$ cat config.mk
export PLATFORM = sky130hd
export DESIGN_NAME = epoch_alarm_timer
export DESIGN_NICKNAME = d
export VERILOG_FILES = /design/src/rtl/rtc_pkg.sv /design/src/rtl/alarm_channel.sv /design/src/rtl/epoch_alarm_timer.sv
export SDC_FILE = /design/constraint.sdc
export NUM_CORES = 1
export LEC_CHECK = 0
export BUFFER_PORTS_ARGS = -buffer_cell sky130_fd_sc_hd__clkbuf_2
export CAP_MARGIN = 40
export CORE_ASPECT_RATIO = 0.75
export CORE_UTILIZATION = 45
export DETAILED_ROUTE_END_ITERATION = 10
export PLACE_DENSITY = 0.7
export SLEW_MARGIN = 10
export SYNTH_ARGS = -nofsm -noshare
export SYNTH_HDL_FRONTEND = slang
export SYNTH_HIERARCHICAL = 1
export SYNTH_SLANG_ARGS = --single-unit
$ cat constraint.sdc
create_clock -name clk -period 3.8 [get_ports clk]
set_input_delay 0.38 -clock clk [delete_from_list [all_inputs] [get_ports clk]]
set_output_delay 0.38 -clock clk [all_outputs]
set_load 0.05 [all_outputs]
$ cat src/rtl/rtc_pkg.sv
// rtc_pkg: shared defaults, legal parameter ranges and the select-width helper
package rtc_pkg;
    localparam int DEF_TIME_WIDTH = 64;
    localparam int DEF_NUM_ALARMS = 4;
    localparam int MIN_TIME_WIDTH = 8;
    localparam int MAX_TIME_WIDTH = 64;
    localparam int MIN_NUM_ALARMS = 1;
    localparam int MAX_NUM_ALARMS = 8;
    function automatic int sel_width(input int n);
        return (n > 1) ? $clog2(n) : 1;
    endfunction
endpackage

$ cat src/rtl/alarm_channel.sv
// alarm_channel: one compare/armed/pending alarm slot
// ALARM_PERIODIC_EN adds a period register that re-arms the slot on each match
module alarm_channel #(
    parameter int TIME_WIDTH = 64
) (
    input  logic                  clk,
    input  logic                  rst,
    input  logic                  inc,
    input  logic [TIME_WIDTH-1:0] epoch_next,
    input  logic                  cmp_we,
`ifdef ALARM_PERIODIC_EN
    input  logic                  per_we,
`endif
    input  logic [TIME_WIDTH-1:0] wdata,
    input  logic                  disarm,
    input  logic                  clr,
    output logic                  armed,
    output logic                  pending
);
    logic [TIME_WIDTH-1:0] compare, next_cmp;
    logic match, reload;
    // matches are judged against the epoch value being written this edge
    assign match = armed & inc & (epoch_next == compare);
`ifdef ALARM_PERIODIC_EN
    logic [TIME_WIDTH-1:0] period;
    assign reload   = |period;
    assign next_cmp = compare + period;
    always_ff @(posedge clk or posedge rst)
        if (rst) period <= '0;
        else if (per_we) period <= wdata;
`else
    assign reload   = 1'b0;
    assign next_cmp = compare;
`endif
    always_ff @(posedge clk or posedge rst) begin
        if (rst) begin
            compare <= '0;
            armed   <= 1'b0;
            pending <= 1'b0;
        end else begin
            if (cmp_we) compare <= wdata;
            else if (match && reload) compare <= next_cmp;
            if (cmp_we) armed <= 1'b1;
            else if (disarm) armed <= 1'b0;
            else if (match) armed <= reload;
            if (match) pending <= 1'b1;
            else if (clr) pending <= 1'b0;
        end
    end
endmodule

$ cat src/rtl/epoch_alarm_timer.sv
// epoch_alarm_timer: tick-driven epoch counter with NUM_ALARMS match alarms
// ALARM_PERIODIC_EN enables per-channel periodic reload
module epoch_alarm_timer
    import rtc_pkg::*;
#(
    parameter int  TIME_WIDTH = DEF_TIME_WIDTH,
    parameter int  NUM_ALARMS = DEF_NUM_ALARMS,
    localparam int SEL_W      = sel_width(NUM_ALARMS)
) (
    input  logic                  clk,
    input  logic                  rst,
    input  logic                  tick,
    input  logic                  count_enable,
    input  logic                  load_enable,
    input  logic [TIME_WIDTH-1:0] load_time,
    output logic [TIME_WIDTH-1:0] time_out,
    output logic                  overflow,
    input  logic                  overflow_clr,
    input  logic                  alarm_we,
    input  logic                  alarm_wperiod,
    input  logic [SEL_W-1:0]      alarm_sel,
    input  logic [TIME_WIDTH-1:0] alarm_wdata,
    input  logic [NUM_ALARMS-1:0] alarm_disarm,
    input  logic [NUM_ALARMS-1:0] alarm_clr,
    output logic [NUM_ALARMS-1:0] alarm_armed,
    output logic [NUM_ALARMS-1:0] alarm_pending,
    output logic                  irq
);
    logic tick_q, inc;
    logic [TIME_WIDTH-1:0] epoch, epoch_next;
    assign inc        = tick & ~tick_q & count_enable & ~load_enable;
    assign epoch_next = epoch + TIME_WIDTH'(1);
    assign time_out   = epoch;
    assign irq        = |alarm_pending;
    always_ff @(posedge clk or posedge rst) begin
        if (rst) begin
            tick_q   <= 1'b0;
            epoch    <= '0;
            overflow <= 1'b0;
        end else begin
            tick_q <= tick;
            if (load_enable) epoch <= load_time;
            else if (inc) epoch <= epoch_next;
            if (inc && &epoch) overflow <= 1'b1;
            else if (overflow_clr) overflow <= 1'b0;
        end
    end
    for (genvar i = 0; i < NUM_ALARMS; i++) begin : g_ch
        logic sel_hit;
        // out-of-range selects match no channel and are dropped
        assign sel_hit = alarm_we && (alarm_sel == SEL_W'(i));
        alarm_channel #(.TIME_WIDTH(TIME_WIDTH)) u_ch (
            .clk        (clk),
            .rst        (rst),
            .inc        (inc),
            .epoch_next (epoch_next),
            .cmp_we     (sel_hit & ~alarm_wperiod),
`ifdef ALARM_PERIODIC_EN
            .per_we     (sel_hit & alarm_wperiod),
`endif
            .wdata      (alarm_wdata),
            .disarm     (alarm_disarm[i]),
            .clr        (alarm_clr[i]),
            .armed      (alarm_armed[i]),
            .pending    (alarm_pending[i])
        );
    end
endmodule

==> results of run 1 <==
## layout make-up
| class | count | area [sq um] | area share |
|---|---|---|---|
| Tap cell | 512 | 641 | 0.0294 |
| Inverter | 57 | 214 | 0.00981 |
| Sequential cell | 330 | 8260 | 0.379 |
| Clock inverter | 13 | 171 | 0.00786 |
| Clock buffer | 49 | 988 | 0.0453 |
| Timing Repair Buffer | 354 | 2230 | 0.102 |
| Multi-Input combinational cell | 1177 | 9290 | 0.426 |
## cells in the final DEF (no fill, tap or decap), types with 12 or more instances in the layout
cell type and count:
a31oi_1 16, and4_1 12, buf_4 124, clkbuf_16 35, clkbuf_2 218, dfrtp_1 325
inv_1 51, mux2_2 232, nand2_1 114, nand3_1 42, nand4_1 93, nor2_1 53
nor2b_1 22, nor3_1 22, nor4_1 19, o21ai_0 70, o22ai_1 20, or4_1 21
xnor2_1 225, xor2_1 88
## power groups by stage
stage	registers (mW)	logic, mW	clock network [mW]
after floorplan	4.86	1.66	0
after global placement	4.75	2.62	0
after detailed placement	4.78	2.67	0
after CTS	4.73	2.71	3.61
after global routing	4.81	2.95	3.74
final	4.74	2.75	3.55
## what timing repair did
item | CTS | global route
hold buffers | 2 | 0
resized for setup | 7 | 26
endpoints found under the setup margin | 4 | 7
hold endpoints to repair | 30 | 0
setup buffers | 0 | 5
pin swaps | 0 | 3
## kinds of logic (layout without fill, tap and decap cells)
family | after synthesis | after routing
AO/OA/AOI/OAI | 147 | 147
XOR/XNOR | 319 | 319
adder cells (fa/ha/maj) | 1 | 1
flip-flops | 330 | 330
AND/OR/NAND/NOR | 477 | 477
multiplexers | 233 | 233
buffers and inverters | 129 | 473
## sequential cells by signal (all words and copies together) (netlist names)
signal and cells:
g_ch.u_ch/compare 256, tick_q 1, overflow 1, g_ch.u_ch/pending 4
time_out 64, g_ch.u_ch/armed 4
## worst reg2reg max path: stages, from the launching register on
cell     delay, ns
dfrtp_1       0.52
nand4_1       0.33
nor3_1        0.41
nor4b_1       0.51
nand2_1       0.14
xnor2_1       0.24
buf_4         0.20
xnor2_1       0.13
nand4_1       0.17
nor4_2        0.41
nand3_1       0.13
buf_4         0.17
o31a_1        0.23
## per-layer routing
layer | track usage | part of all wire | wire, microns
met1 | 0.442 | 0.46 | 27000
met2 | 0.438 | 0.44 | 25900
met3 | 0.0600 | 0.081 | 4800
met4 | 0.0735 | 0.023 | 1340
met5 | 0 | 0.00022 | 13
## final timing paths
kind,slack (ns),from,end
setup / recovery,0.08,time_out[26],g_ch[0].u_ch/armed
hold / removal,0.05,load_time[28],time_out[28]
setup reg to reg,0.08,time_out[26],g_ch[0].u_ch/armed
hold reg to reg,0.53,g_ch[0].u_ch/compare[36],g_ch[0].u_ch/compare[36]
max in group asynchronous,2.46,rst,time_out[14]
min in group asynchronous,0.37,rst,g_ch[3].u_ch/compare[56]
==> flow_summary.yaml, run 1 <==
outcome:
  outcome: "complete, no violations"
routing:
  via_count: 14448
  ant_nets: 0
  drt_iter0_drc: 1251
  drc: 0
  viasPerCell: 5.80
  drt-total-wl_microns: 59100
  avgRoutedWirePerCell_microns: 23.7
  drtPass1Iterations: 10
global_route:
  first_global_vias: 14576
  grt_pass1_wl_microns: 90700
  grtUsageTotal: 0.296
  antenna_found_initial: 1
  grt.overflow.total: 0
  grt_max_degree: 106
synthesis:
  synth-simple-area-share: 0.151
  synth_edf_count: 0
  syn_nets: 1783
  synth_flop_cell: "dfrtp_1"
  yosys.area.top_type: "dfrtp_1"
  yosys.area_share.adder: 0.000702
  synth_common_cells: "dfrtp_1, mux2_2, xnor2_1"
  synth_most_common_cell: "dfrtp_1"
  async_flop_share: 1.00
  synthMuxAreaShare: 0.147
  yosysWarnings: 6
  syn-mean-instance-area_sq_um: 10.9
  syn_inst: 1636
  synth_area_sq_um: 17800
  synth.area.top_cells: "dfrtp_1, mux2_2, xnor2_1, xor2_1, nand4_1"
  synth_top_family_by_area: "XOR/XNOR gates"
  synth.distinct_cells: 56
  synthXorXnorAreaFrac: 0.157
  synth_seq_cells: 330
  synth-seq-area-share: 0.463
  synth_compound_area_frac: 0.0533
  synth_top_area_share: 0.463
timing:
  maxSlewHeadroom: 0.360
  whs_ns: 0.0493
  worst-slew-pin-transition_ns: 0.960
  fin_setup_tns_ns: 0
  fin_crit_ns: 3.72
  hold_viol: 0
  finalSetupViolCount: 0
  drv_slew: 0
  skew_ns: 0.0194
  fin_ws_ns: 0.0817
  fmax_mhz: 269
  period_share: 0.978
power:
  ir_worst_vdd_mv: 0.365
  p_per_area_nw_per_um2: 506
  p_leak_nw: 9.13
  pwr-share-clk: 0.321
  power_mw: 11.0
  power_frac_seq: 0.430
  pwr-share-comb: 0.249
  p_switching_mw: 3.47
  p_sw_frac: 0.314
  p_int_mw: 7.56
placed_design:
  dp_slack_ns: -0.0918
  hpwl_microns: 44000
  dpl_cell_area_sq_um: 20400
  gp_congestion: 0.986
  dp_cells: 2423
  portBuffers: 219
setup_path:
  cp.arrival_ns: 4.12
  worstSetupStartpointType: "flip-flop"
  cp.depth: 12
  worstSetupPathType: "reg -> reg"
  path_delay_family: "simple AND/OR/NAND/NOR gates"
  cp_max_fo: 7
  required_ns: 4.20
  end_kind: "flip-flop"
  rr_worst_depth: 12
  slowest_stage: "dfrtp_1"
  path_buf_inv: 2
  path_cells: "nand4_1 > nor3_1 > nor4b_1 > nand2_1 > xnor2_1 > buf_4 > xnor2_1 > nand4_1 > nor4_2 > nand3_1 > buf_4 > o31a_1"
  critPathMaxStageDelay_ns: 0.52
final_layout:
  diodes: 0
  fin_cells: 2492
  area_growth_syn_to_layout_pct: 22.3
  drive_gt1_frac: 0.352
  design_area_sq_um: 21800
  num-fill-cells: 3377
  final_nets: 2102
  fin_util: 0.564
hold_path:
  hold_depth: 3
  min_path_type: "in -> reg"
clock_network:
  cts.clk_slew.worst_paths_ns: 0.06
  cts-root-buf: "clkbuf_16"
  htreeDepth: 2
  cts_buffer_depth: 3
  cts_tree: "yes"
  insertion_delay_ns: 0.53
  numCtsBuffers: 35
  cts_num_sinks: 330
job:
  cap_violations: 0
floorplanning:
  fp-row-count: 62
  die_area_sq_um: 40400
  core-area_sq_um: 38600
  die_h_microns: 174
  die-width_microns: 232
  ios: 220
  start_util: 0.462
Power figures use the tool's default switching activity.
==> inputs of run 2 (changes only) <==
CORE_UTILIZATION = 59   (was 45)
PLACE_DENSITY = 0.87   (was 0.7)
==> run 2 against run 1 <==
Flip-flop and latch count did not move; wire length rose by 1.8%; via count rose by 4.1%; non-clock buffer count rose by 7; combinational power rose by 2%; total power rose by 1.9%; clock-buffer cell count fell by 3; hold slack got worse by 0.0063 ns; sequential share of layout area rose by 0.086 points; final cell count fell by 4.3%; critical path type unchanged; critical endpoint is now g_ch[3].u_ch/armed; highest routed layer unchanged.
==> flow_summary.yaml, run 2 (same netlist as run 1, synthesis figures left out) <==
outcome:
  outcome: "complete, no violations"
setup_path:
  critPathMaxStageDelay_ns: 0.41
  worstSetupStartpointType: "flip-flop"
  cp_max_fo: 14
  slowest_stage: "nor4_1"
  reg2reg_to: "g_ch[3].u_ch/armed"
  path_cells: "ha_1 > nand3_2 > nor4_4 > buf_12 > nand4_1 > nor2_1 > xor2_1 > buf_4 > xnor2_1 > nand4_1 > nor4_1 > buf_4 > nand3_1 > o31a_1"
  worstSetupPathType: "reg -> reg"
  required_ns: 4.21
  rr_worst_depth: 14
  timing.rr.start: "time_out[0]"
  end_kind: "flip-flop"
  cp.arrival_ns: 4.12
  r2r_setup_slack_ns: 0.09
power:
  p_per_area_nw_per_um2: 516
  p_leak_nw: 9.18
  ir_worst_vdd_mv: 0.393
floorplanning:
  start_util: 0.607
  ios: 220
  die_area_sq_um: 30900
  die_h_microns: 153
  fp-row-count: 54
  core-area_sq_um: 29400
  die-width_microns: 203
placed_design:
  hpwl_microns: 43700
  dpl_cell_area_sq_um: 20300
  dp_slack_ns: 0.0174
  gp_congestion: 1.03
  portBuffers: 219
  dp_cells: 2312
routing:
  drtPass1Iterations: 5
  ant_nets: 0
  via_count: 15044
  drt_iter0_drc: 1572
  avgRoutedWirePerCell_microns: 25.2
  drc: 0
  drt-total-wl_microns: 60200
  viasPerCell: 6.31
global_route:
  antenna_found_initial: 6
  grtUsageTotal: 0.392
  grt_pass1_wl_microns: 92000
  grt_max_degree: 106
  first_global_vias: 15172
  grt.overflow.total: 0
hold_path:
  hold_depth: 3
  min_path_type: "in -> reg"
  min-delay-start: "load_time[27]"
  min_to: "time_out[27]"
final_layout:
  final_common_cell: "dfrtp_1"
  final_nets: 2109
  fin_util: 0.740
  fin_cells: 2384
  largest_register_ffs: 256
  top_register: "g_ch.u_ch/compare"
  area_growth_syn_to_layout_pct: 22.0
  final_cell_mix: "dfrtp_1, mux2_2, xnor2_1, clkbuf_2, buf_4"
  drive_gt1_frac: 0.356
  design_area_sq_um: 21800
clock_network:
  insertion_delay_ns: 0.54
  cts.clk_slew.worst_paths_ns: 0.07
  cts_num_sinks: 330
  numCtsBuffers: 35
  cts-root-buf: "clkbuf_16"
  cts_tree: "yes"
  htreeDepth: 2
  cts_buffer_depth: 3
timing:
  period_share: 0.976
  finalSetupViolCount: 0
  fin_crit_ns: 3.71
  drv_slew: 0
  worst-slew-pin-transition_ns: 0.948
  maxSlewHeadroom: 0.364
  fin_ws_ns: 0.0919
  hold_viol: 0
  skew_ns: 0.0187
  fmax_mhz: 270
job:
  cap_violations: 0
-- run 2: cell count changes in the layout (fill, tap and decap cells not counted), moves of 3 or more --
cell / before / now
diode_2: 0 / 7
buf_4: 124 / 128
clkbuf_1: 8 / 3
clkinv_2: 7 / 4
xnor2_2: 1 / 6
xnor2_4: 3 / 0
-- run 2: cell type report --
type / instances / area, sq um
multi-input cells: 1177 / 9260
flip-flops and latches: 330 / 8270
fillers: 2002 / 7630
repair buffers: 361 / 2310
clock buffers: 46 / 997
well taps: 392 / 490
inverters: 57 / 214
clock inverters: 14 / 211
diodes: 7 / 17.5
-- run 2: worst max-delay path by stage --
stage	cells past startpoint	slack, ns	start	endpoint
2_1_floorplan	12	0.05	time_out[0]	g_ch[0].u_ch/armed
3_3_place_gp	13	0.17	time_out[6]	g_ch[0].u_ch/armed
3_5_place_dp	12	0.02	time_out[1]	g_ch[1].u_ch/armed
4_1_cts	13	0.08	time_out[6]	g_ch[2].u_ch/armed
5_1_grt	15	-0.02	time_out[0]	g_ch[0].u_ch/armed
6_report	14	0.09	time_out[0]	g_ch[3].u_ch/armed
-- run 2: critical path, delay by kind of cell, from the launching register on --
family / cells / cell delay (ns)
xor+xnor: 2 / 0.35
simple gates: 7 / 1.74
fa+ha+maj: 1 / 0.25
buf+inv: 3 / 0.57
flops: 1 / 0.37
compound gates: 1 / 0.28
-- run 2: power by group --
group          internal, mW  total, mW  leakage (nW)  switching [mW]
combinational          1.29       2.80          4.62            1.51
sequential             4.18       4.78          3.96           0.595
clock                  2.19       3.66         0.592            1.47
total                  7.66       11.2          9.18            3.58
-- run 2: through the flow --
stage / total power [mW] / TNS (ns) / hold slack [ns]
final: 11.2 / 0 / 0.0431
after global routing: 11.6 / -0.0215 / 0.0592
after CTS: 11.2 / 0 / 0.0334
after detailed placement: 7.46 / 0 / 0.386
after global placement: 7.31 / 0 / 0.496
after floorplan: 6.52 / 0 / 0.411
-- run 2: routing by layer --
metal	track usage	vias up	share of wire
met5	0	-	0.00022
met4	0.131	2	0.031
met3	0.0956	130	0.11
met2	0.590	857	0.45
met1	0.556	7580	0.41
li1	-	6475	-
-- run 2: timing repair --
item	CTS	global route
resized for setup	3	27
hold endpoints to repair	24	0
hold buffers	2	0
pin swaps	0	3
setup endpoints to repair	2	8
buffers inserted	0	3
gates cloned	0	0
